File: src/rtl/mac_pkg.sv
`default_nettype none
// +-----------------------------------------------------------------+
// | mac_pkg : shared state encoding, ReLU helper, PE group defaults |
// | Revision: 1.0                                                   |
// +-----------------------------------------------------------------+
package mac_pkg;

  typedef enum logic [1:0] {
    IDLE  = 2'd0,
    RUN   = 2'd1,
    DRAIN = 2'd2,
    DONE  = 2'd3
  } wr_state_t;

  localparam int DATA_WIDTH    = 32;
  localparam int PE_GROUP_SIZE = 4;

  // The sign bit marks a negative value for both two's-complement and IEEE float.
  function automatic logic relu_zero(input logic relu_en, input logic sign_bit);
    return relu_en && sign_bit;
  endfunction

endpackage
`default_nettype wire

File: src/rtl/result_fifo.sv
`default_nettype none
// +-----------------------------------------------------------------+
// | result_fifo : synchronous FIFO with full/empty, no fall-through |
// | Revision: 1.0                                                   |
// +-----------------------------------------------------------------+
module result_fifo #(
  parameter int DataWidth     = 32,
  parameter int FifoDepth     = 8,
  parameter int FifoAddrWidth = 3
) (
  input  logic                 clk,
  input  logic                 aclr,
  input  logic                 push,
  input  logic [DataWidth-1:0] push_data,
  input  logic                 pop,
  output logic                 full,
  output logic                 empty,
  output logic [DataWidth-1:0] head
);

  localparam int PtrWidth = FifoAddrWidth + 1;

  logic [DataWidth-1:0] mem [FifoDepth];
  logic [PtrWidth-1:0]  wr_ptr;
  logic [PtrWidth-1:0]  rd_ptr;

  // Storage is cleared too, so the head reads zero after reset.
  always_ff @(posedge clk or negedge aclr) begin
    if (!aclr) begin
      wr_ptr <= '0;
      rd_ptr <= '0;
      for (int i = 0; i < FifoDepth; i++) begin
        mem[i] <= '0;
      end
    end else begin
      if (push && !full) begin
        mem[wr_ptr[FifoAddrWidth-1:0]] <= push_data;
        wr_ptr                         <= wr_ptr + PtrWidth'(1);
      end
      if (pop && !empty) begin
        rd_ptr <= rd_ptr + PtrWidth'(1);
      end
    end
  end

  assign empty = (wr_ptr == rd_ptr);
  assign full  = (wr_ptr[FifoAddrWidth] != rd_ptr[FifoAddrWidth]) &&
                 (wr_ptr[FifoAddrWidth-1:0] == rd_ptr[FifoAddrWidth-1:0]);
  assign head  = mem[rd_ptr[FifoAddrWidth-1:0]];

endmodule
`default_nettype wire

File: src/rtl/o_result_writer.sv
`default_nettype none
// +-----------------------------------------------------------------+
// | o_result_writer : ReLU + FIFO + sequential output-memory writer |
// | Revision: 1.0                                                   |
// +-----------------------------------------------------------------+
module o_result_writer
  import mac_pkg::*;
#(
  parameter int DataWidth      = DATA_WIDTH,
  parameter int O_PEGroupSize  = PE_GROUP_SIZE,
  parameter int O_PEAddrWidth  = 2,
  parameter int FifoDepth      = 8,
  parameter int FifoAddrWidth  = 3,
  parameter int MemAddrWidth   = 10,
  parameter int TileCountWidth = 8
) (
  input  logic                      clk,
  input  logic                      aclr,
  input  logic                      Start,
  input  logic [MemAddrWidth-1:0]   BaseAddr,
  input  logic [TileCountWidth-1:0] TileCount,
  input  logic                      ReluEn,
  input  logic                      DataInValid,
  output logic                      DataInRdy,
  input  logic [DataWidth-1:0]      DataIn,
  output logic                      Mem_WrEn,
  input  logic                      Mem_WrRdy,
  output logic [MemAddrWidth-1:0]   Mem_WrAddr,
  output logic [DataWidth-1:0]      Mem_WrData,
  output logic                      Busy,
  output logic                      Done
);

  localparam int CntWidth = TileCountWidth + O_PEAddrWidth;

  wr_state_t               state;
  wr_state_t               state_nxt;
  logic [MemAddrWidth-1:0] base_addr;
  logic [CntWidth-1:0]     total;
  logic [CntWidth-1:0]     recv_cnt;
  logic [CntWidth-1:0]     wr_cnt;
  logic                    relu_en;
  logic                    fifo_full;
  logic                    fifo_empty;
  logic                    accept;
  logic                    wr_fire;
  logic                    start_job;
  logic [DataWidth-1:0]    push_data;

  assign start_job  = (state == IDLE) && Start;
  assign accept     = DataInValid && DataInRdy;
  assign wr_fire    = Mem_WrEn && Mem_WrRdy;
  assign push_data  = relu_zero(relu_en, DataIn[DataWidth-1]) ? '0 : DataIn;
  // Address arithmetic wraps modulo the memory size.
  assign Mem_WrAddr = base_addr + MemAddrWidth'(wr_cnt);

  always_ff @(posedge clk or negedge aclr) begin
    if (!aclr) begin
      state <= IDLE;
    end else begin
      state <= state_nxt;
    end
  end

  always_comb begin
    state_nxt = state;
    DataInRdy = 1'b0;
    Mem_WrEn  = 1'b0;
    Busy      = 1'b1;
    Done      = 1'b0;
    case (state)
      IDLE: begin
        Busy = 1'b0;
        if (Start) begin
          state_nxt = (TileCount == '0) ? DONE : RUN;
        end
      end
      RUN: begin
        DataInRdy = !fifo_full && (recv_cnt < total);
        Mem_WrEn  = !fifo_empty;
        if (DataInValid && DataInRdy && ((recv_cnt + CntWidth'(1)) == total)) begin
          state_nxt = DRAIN;
        end
      end
      DRAIN: begin
        Mem_WrEn = !fifo_empty;
        if (wr_cnt == total) begin
          state_nxt = DONE;
        end
      end
      DONE: begin
        Done      = 1'b1;
        state_nxt = IDLE;
      end
      default: state_nxt = IDLE;
    endcase
  end

  always_ff @(posedge clk or negedge aclr) begin
    if (!aclr) begin
      base_addr <= '0;
      total     <= '0;
      relu_en   <= 1'b0;
      recv_cnt  <= '0;
      wr_cnt    <= '0;
    end else if (start_job) begin
      base_addr <= BaseAddr;
      total     <= CntWidth'(TileCount) * CntWidth'(O_PEGroupSize);
      relu_en   <= ReluEn;
      recv_cnt  <= '0;
      wr_cnt    <= '0;
    end else begin
      if (accept) begin
        recv_cnt <= recv_cnt + CntWidth'(1);
      end
      if (wr_fire) begin
        wr_cnt <= wr_cnt + CntWidth'(1);
      end
    end
  end

  result_fifo #(
    .DataWidth    (DataWidth),
    .FifoDepth    (FifoDepth),
    .FifoAddrWidth(FifoAddrWidth)
  ) u_fifo (
    .clk      (clk),
    .aclr     (aclr),
    .push     (accept),
    .push_data(push_data),
    .pop      (wr_fire),
    .full     (fifo_full),
    .empty    (fifo_empty),
    .head     (Mem_WrData)
  );

endmodule
`default_nettype wire

File: config.mk
export PLATFORM = sky130hd
export DESIGN_NAME = o_result_writer
export DESIGN_NICKNAME = d
export VERILOG_FILES = /design/src/rtl/mac_pkg.sv /design/src/rtl/result_fifo.sv /design/src/rtl/o_result_writer.sv
export SDC_FILE = /design/constraint.sdc
export NUM_CORES = 1
export LEC_CHECK = 0
export CORE_UTILIZATION = 50
export CTS_CLUSTER_DIAMETER = 150
export DETAILED_ROUTE_END_ITERATION = 8
export GPL_TIMING_DRIVEN = 0
export PLACE_DENSITY = 0.7
export SLEW_MARGIN = 20
export SYNTH_ARGS = -nofsm -noshare
export SYNTH_HDL_FRONTEND = slang
export SYNTH_SLANG_ARGS = --single-unit
File: constraint.sdc
create_clock -name clk -period 5.3 [get_ports clk]
set_input_delay 0.795 -clock clk [delete_from_list [all_inputs] [get_ports clk]]
set_output_delay 0.795 -clock clk [all_outputs]
set_load 0.005 [all_outputs]
==> run_results.csv <==
group,metric,value,unit
synth,avgSynthCellArea,10.9,um^2
sta,max_slew_margin,37.4,%
final_layout,drive_above_1_share,13.0,%
synth,synth_compound_area_share,11.3,%
floorplan,std_cell_rows,61,
final_layout,layout_common_cells,"314 x nand2_1, 305 x dfrtp_1, 272 x o21ai_0, 100 x clkdlybuf4s50_1, 71 x clkbuf_1",
synth,synth_area_leaders,"dfrtp_1 54%, mux4_2 10%, o21ai_0 9.7%",
placement,dpl.hpwl,23700,um
setup_path,path_max_fanout,10,
sta,slew_viol_final,0,
placement,gp_congestion,0.829,
clock_tree,cts.sinks,305,
setup_path,cp-end-kind,"output pin",
setup_path,path_cells,"clkbuf_1 -> buf_1 -> buf_2 -> mux4_2 -> mux2_2 -> clkdlybuf4s50_1",
routing,drc,0,
placement,port_buffers,101,
clock_tree,post_cts_buffers,0,
pwr,fin_total_pwr,10.4,mW
routing,drtIter0Drc,814,
setup_path,worstSetupPathType,"flop to output pin",
sta,fin_crit,4.37,ns
pwr,peakVddDrop,0.342,mV
final_layout,diodes,0,
synth,syn_area,14100,um^2
min_path,hp-class,"primary input to async pin",
synth,synth_cell_types,45,
routing,wl_per_cell,19.9,um
global_routing,grt_pass1_wl,58200,um
final_layout,area_growth,19.5,%
synth,yosys.area_share.simple,11.8,%
synth,synth_top_family_by_area,"multiplexers",
routing,ant_nets,0,
pwr,p_leak,7.48,nW
run_status,outcome,"completed",
placement,pre_cts_ws,1.42,ns
synth,synth_seq_area_share,54.3,%
routing,dr.pass1.iters,4,
pwr,p_comb_share,38.9,%
routing,wirelength,36600,um
global_routing,grt_use_total,26.4,%
setup_path,critical_path.startpoint_type,"flop",
sta,finClkSkew,0.0243,ns
routing,route.vias.total,10500,
routing,vias_per_cell,5.72,
synth,ys_ff_latch,305,
setup_path,cp.arrival,3.57,ns
pwr,cellPowerDensity,620,nW/um^2
sta,rsz0062_at_grt,"no",
final_layout,layout_commonest_cell,"nand2_1",
global_routing,antenna_found_initial,1,
setup_path,required,4.51,ns
flow_run,cap_violations,0,
final_layout,layout.cells.non_filler,1836,
pwr,power_frac_seq,37.6,%
synth,synthCells,1293,
floorplan,coreArea,27700,um^2
setup_path,worst_path_max_delay_cell,"buf_1",
synth,synth_nets,1377,
sta,fin_crit_sh,82.4,%
synth,synth_mux_area_share,14.1,%
global_routing,grt_pass1_vias,10700,
floorplan,die_h,170,um
clock_tree,cts_tree,"built",
clock_tree,cts_root_buffer,"clkbuf_16",
clock_tree,htree_num_levels,2,
floorplan,ios,102,
setup_path,worst_path_largest_cell_delay,0.60,ns
sta,hold_viol,0,
pwr,intPower,6.91,mW
global_routing,overflow,0,
setup_path,rr_worst_depth,10,
pwr,pwr-share-clk,23.5,%
final_layout,fin_nets,1517,
clock_tree,clockBufferDepth,3,
placement,dp_cells,1775,
sta,worst_pin_slew,0.940,ns
synth,synthAdderAreaFrac,2.55,%
synth,yosys.area_share.xor_xnor,3.30,%
floorplan,initial_core_util,50.7,%
clock_tree,clk_pin_slew,0.06,ns
clock_tree,clk_latency,0.52,ns
sta,max_freq,229,MHz
clock_tree,cts_made_buffers,34,
sta,timing.final.ws_setup,0.934,ns
pwr,p_sw_share,33.6,%
floorplan,die_area,28800,um^2
global_routing,grt_max_degree,88,
synth,yosysWarnings,0,
clock_tree,hold_buffers,0,
floorplan,die_w,170,um
synth,synth_top_area_share,54.3,%
pwr,switching_power,3.49,mW
sta,setup_viol,0,
synth,yosysTopAreaCell,"dfrtp_1",
clock_tree,cts_resized,0,
## final cells by class
type | count | area, um^2
Sequential cell | 305 | 7630
Fill cell | 2308 | 10900
Inverter | 17 | 63.8
Clock inverter | 11 | 156
Multi-Input combinational cell | 891 | 6040
Buffer | 80 | 315
Timing Repair Buffer | 104 | 1100
Tap cell | 378 | 473
Clock buffer | 50 | 1010
## critical path: cells and delay by family (launching register included)
family	cells	cell delay, ns
buf+inv	4	1.85
mux	2	0.87
flops	1	0.35
## stage by stage
step / cell area [um^2] / util, % / setup TNS [ns] / hold slack, ns
global placement: 15500 / 56.1 / -2974.13 / 0.457
global route: 16800 / 60.6 / 0 / 0.262
CTS: 16800 / 60.6 / 0 / 0.248
detailed placement: 15600 / 56.4 / 0 / 0.465
finish: 16800 / 60.6 / 0 / 0.228
floorplan: 14100 / - / 0 / 0.445
## flip-flops by register name (all words and copies together) (netlist names)
name	cells
state	2
total	8
wr_cnt	10
u_fifo.rd_ptr	4
u_fifo.mem	256
base_addr	10
u_fifo.wr_ptr	4
recv_cnt	10
relu_en	1
## routing by layer
metal / vias to the layer above / track usage (%) / routed length, um
li1: 4782 / - / -
met1: 5286 / 36.0 / 15600
met2: 354 / 42.4 / 17400
met3: 81 / 4.64 / 2280
met4: 2 / 9.95 / 1200
met5: - / 0 / 19
## cell usage after synthesis (all sizes together)
cell type / n
a21oi: 10
a31oi: 1
nor2: 24
nand3: 11
xor2: 32
and3: 2
nand4: 7
ha: 27
fa: 1
o41a: 1
dfrtp: 305
nand3b: 3
nor3: 10
nand2: 314
mux4: 64
o311ai: 2
inv: 17
a211oi: 3
mux2i: 3
nor2b: 6
nand4b: 1
nor4: 3
or4: 1
clkbuf: 64
xnor2: 21
and2: 5
buf: 16
o211ai: 1
nor3b: 1
o31a: 1
mux2: 45
a21o: 4
nand2b: 3
o21ai: 274
a211o: 1
a221o: 1
or3: 5
and4: 1
o41ai: 2
## power groups by stage
| stage | Sequential (mW) | Clock, mW | Combinational (mW) |
|---|---|---|---|
| final | 3.91 | 2.45 | 4.04 |
| after global routing | 4.02 | 2.58 | 4.47 |
| after CTS | 3.90 | 2.47 | 4.08 |
| after detailed placement | 3.93 | 0 | 4.05 |
| after global placement | 3.90 | 0 | 3.95 |
| after floorplan | 3.74 | 0 | 2.63 |
## kinds of logic (layout without fill, tap and decap cells)
kind of cell             after synthesis  after routing
AO/OA/AOI/OAI                        301            301
XOR/XNOR                              53             53
adder cells (fa/ha/maj)               28             28
buffers and inverters                 97            262
flip-flops                           305            305
multiplexers                         112            112
AND/OR/NAND/NOR                      397            397
## path summary, 6_finish.rpt
path / from / end / slack (ns)
setup reg to reg: total[4] / u_fifo.mem[137] / 2.24
hold / removal: aclr / base_addr[7] / 0.23
setup / recovery: u_fifo.rd_ptr[0] / Mem_WrData[15] / 0.93
max in group asynchronous: aclr / u_fifo.mem[48] / 3.55
min in group clk: u_fifo.mem[176] / u_fifo.mem[176] / 0.47
hold reg to reg: u_fifo.mem[176] / u_fifo.mem[176] / 0.47
Power figures use the tool's default switching activity.
==> edit 1: new RTL, same settings <==
`FifoDepth` is set to 8 in 2 places; all go to 16.
--- a/src/rtl/result_fifo.sv
+++ b/src/rtl/result_fifo.sv
@@ -7,3 +7,3 @@
   parameter int DataWidth     = 32,
-  parameter int FifoDepth     = 8,
+  parameter int FifoDepth     = 16,
   parameter int FifoAddrWidth = 3
--- a/src/rtl/o_result_writer.sv
+++ b/src/rtl/o_result_writer.sv
@@ -11,3 +11,3 @@
   parameter int O_PEAddrWidth  = 2,
-  parameter int FifoDepth      = 8,
+  parameter int FifoDepth      = 16,
   parameter int FifoAddrWidth  = 3,
Check against the original RTL: no difference found for any inputs over 4 cycles, from zero or initial values; that may be too few to reach the edited logic, so the function may still have changed.
==> edit 1 against the unedited design <==
Largest power group unchanged; area after synthesis up 2.6%; worst setup slack worse by 0.40 ns; via count down 1.4%; largest cell class unchanged; final area up 1.4%; routed wire length down 1.9%; highest routed layer is now met4; core utilization about the same; sequential cell count unchanged; power down 2.0%.
==> edit 1: results <==
worst_setup_path:
  r2r-start: "total[8]"
  r2r_setup_slack_ns: 2.01
  r2r_end: "u_fifo.mem[460]"
  crit_arrival_ns: 3.97
power_and_ir_drop:
  leakage_nw: 7.56
  p_seq_mw: 3.85
  total_power_mw: 10.2
  ir_worst_vdd_uv: 343
routing:
  wl_per_cell_um: 19.9
  highest_layer: "met4"
  dr_wl_met2_um: 17000
  totalWireLength_um: 35900
  drt_first_iter_violations: 700
  wl_met3_um: 2070
  vias: 10400
global_route:
  use_met3: 0.0428
  grt_max_degree: 101
  use_met2: 0.414
  grt.total_usage: 0.258
  grtUsageMet1: 0.356
logic_synthesis:
  syn_avg_cell_area_um2: 11.4
  synth_cell_types: 47
  synthAdderAreaFrac: 0.0248
  synth_nets: 1351
  synthTopCellsByCount: "305 x dfrtp_1, 253 x nand2_1, 175 x o21ai_0, 89 x mux2_2, 64 x mux4_2"
  synthMuxAreaShare: 0.186
  ys_top_cells_by_area: "dfrtp_1 53%, mux4_2 10%, mux2_2 7.0%"
  ys_seq_area_frac: 0.529
  synth-xor-area-share: 0.0346
sta:
  relSlewSlack: 0.337
  max_freq_ghz: 0.210
  fin_worst_hold_slack_ns: 0.157
  clock_skew_ns: 0.0169
layout:
  drive_gt1_frac: 0.158
  fillers: 2363
placed_design:
  dp_hpwl_um: 23900
  place_inst: 1749
  gp_congestion: 0.885
  dp_worst_setup_slack_ns: 0.880
  place_area_um2: 16000
outcome:
  outcome: "finished clean"
-- edit 1: changes by cell type in the layout (fill, tap and decap cells not counted), moves of 5 or more --
cell      before  now
xnor2_1       21   30
nand2_1      314  253
nand3_1        8   13
o21ai_1        2   33
xor2_1        32   27
o21ai_0      272  175
mux2_2        45   89
and2_1         5   36
mux2_1         0   18
clkbuf_1      71   66
-- edit 1: area by class of cell --
cell class / instances / share of cell area
flip-flops and latches: 305 / 0.448
clock inverters: 4 / 0.00176
multi-input cells: 861 / 0.375
clock buffers: 50 / 0.0589
well taps: 378 / 0.0278
repair buffers: 104 / 0.0645
plain buffers: 83 / 0.0201
inverters: 18 / 0.00397
-- edit 1: worst max-delay path, stage by stage (launching register included) --
cell and delay, ns:
dfrtp_1 0.35, clkbuf_1 0.34, buf_1 0.66, buf_1 0.72
mux4_2 0.64, mux2_2 0.30, clkdlybuf4s50_1 0.45
==> edit 2: new RTL, config.mk and constraints unchanged <==
Made on the original files. Re-encode `wr_state_t` (4 states) as Gray code, 2 bits wide.
--- a/src/rtl/mac_pkg.sv
+++ b/src/rtl/mac_pkg.sv
@@ -8,6 +8,6 @@
   typedef enum logic [1:0] {
-    IDLE  = 2'd0,
-    RUN   = 2'd1,
-    DRAIN = 2'd2,
-    DONE  = 2'd3
+    IDLE  = 2'b00,
+    RUN   = 2'b01,
+    DRAIN = 2'b11,
+    DONE  = 2'b10
   } wr_state_t;
Behaviour: same outputs for any inputs over 4 cycles, from zero or initial values; so few cycles prove little.
==> edit 2 against the unedited design <==
Count of clock-buffer cells in the layout grew 3; worst setup slack lost 0.097 ns; final area grew 7.8%; sequential share of layout area shrank 3.3 points; power grew 4.4%; die area grew 9.5%; area after synthesis grew 9.7%; sequential cell count is the same; routed wire length shrank 9.8%.
==> edit 2: results <==
sta:
  relSlewSlack: 0.322
  clock_skew_ns: 0.0104
  period_minus_slack_ns: 4.46
  fin_worst_hold_slack_ns: 0.247
clock_tree:
  post_cts_resized: 0
  cts-root-buf: "clkbuf_16"
  htreeDepth: 2
  cts_setup_buffers: 0
  clkTransAtPathRegs_ns: 0.06
  clk_latency_ns: 0.51
  numCtsBuffers: 34
global_route:
  antenna_found_initial: 1
  grt.total_usage: 0.224
  grt_max_degree: 87
  grt_pass1_vias: 9654
  grt_pass1_wl_um: 54000
routing:
  drt_first_iter_violations: 497
  vias: 9062
  drt-pass1-iter-count: 4
  totalWireLength_um: 33000
placed_design:
  gp_congestion: 0.816
  dp_worst_setup_slack_ns: 1.30
  place_area_um2: 17000
  dp_hpwl_um: 21100
layout:
  fin_cells: 1619
  nNetsFinal: 1282
  largest_register_ffs: 256
  largest_register: "u_fifo.mem"
  drive_gt1_frac: 0.270
worst_setup_path:
  path_max_fanout: 10
  slowest_delay_ns: 0.80
  crit_slowest_cell: "buf_1"
  crit_arrival_ns: 3.67
  r2r_setup_slack_ns: 2.41
logic_synthesis:
  synth_compound_area_frac: 0.0219
  yosys_warnings: 0
  synthAdderAreaFrac: 0.0192
  syn_avg_cell_area_um2: 14.5
  synthTopCellsByCount: "305 x dfrtp_1, 132 x mux2_1, 89 x mux2_4, 80 x mux2_2, 64 x mux4_2"
  synthMuxAreaShare: 0.336
  synth_cell_types: 50
  synth-xor-area-share: 0.0261
  ys_seq_area_frac: 0.495
  synth_nets: 1142
  ys_top_cells_by_area: "dfrtp_1 50%, mux2_1 9.6%, mux4_2 9.4%"
power_and_ir_drop:
  ir_worst_vdd_uv: 342
  leakage_nw: 8.11
  p_sw_frac: 0.298
outcome:
  outcome: "finished clean"
## edit 2: final timing paths
check                            startpoint         endpoint  cells after the start
max reg2reg                        total[8]      recv_cnt[4]                     10
min reg2reg                 u_fifo.mem[152]  u_fifo.mem[152]                      1
min                                    aclr  u_fifo.mem[240]                      1
max                        u_fifo.rd_ptr[0]   Mem_WrData[20]                      6
min in group clk            u_fifo.mem[152]  u_fifo.mem[152]                      1
max in group asynchronous              aclr    u_fifo.mem[3]                      3
## edit 2: final cells by class
type | count | area [um^2]
Fill cell | 2344 | 11800
Timing Repair Buffer | 104 | 1100
Clock inverter | 8 | 71.3
Buffer | 88 | 522
Clock buffer | 53 | 1030
Sequential cell | 305 | 7630
Multi-Input combinational cell | 656 | 7200
Antenna cell | 1 | 2.50
Inverter | 14 | 52.6
Tap cell | 390 | 488
## edit 2: critical path, delay by kind of cell, from the launching register on
family | cells | cell delay (ns)
buffers and inverters | 4 | 1.91
flip-flops | 1 | 0.34
multiplexers | 2 | 0.90
## edit 2: metal layers
metal / share of wire / vias up / wire length [um] / track usage
li1: - / 4114 / - / -
met1: 0.46 / 4715 / 15300 / 0.318
met2: 0.47 / 180 / 15700 / 0.361
met3: 0.041 / 53 / 1350 / 0.0323
met4: 0.021 / 0 / 677 / 0.0577
met5: 0 / - / 0 / 0
## edit 2: power by group through the flow
stage	combinational, mW	clock (mW)	sequential, mW
3_5_place_dp	4.63	0	3.97
4_1_cts	4.66	2.38	3.95
6_report	4.59	2.32	3.96
2_1_floorplan	3.24	0	3.77
3_3_place_gp	4.55	0	3.95
5_1_grt	4.97	2.47	4.08
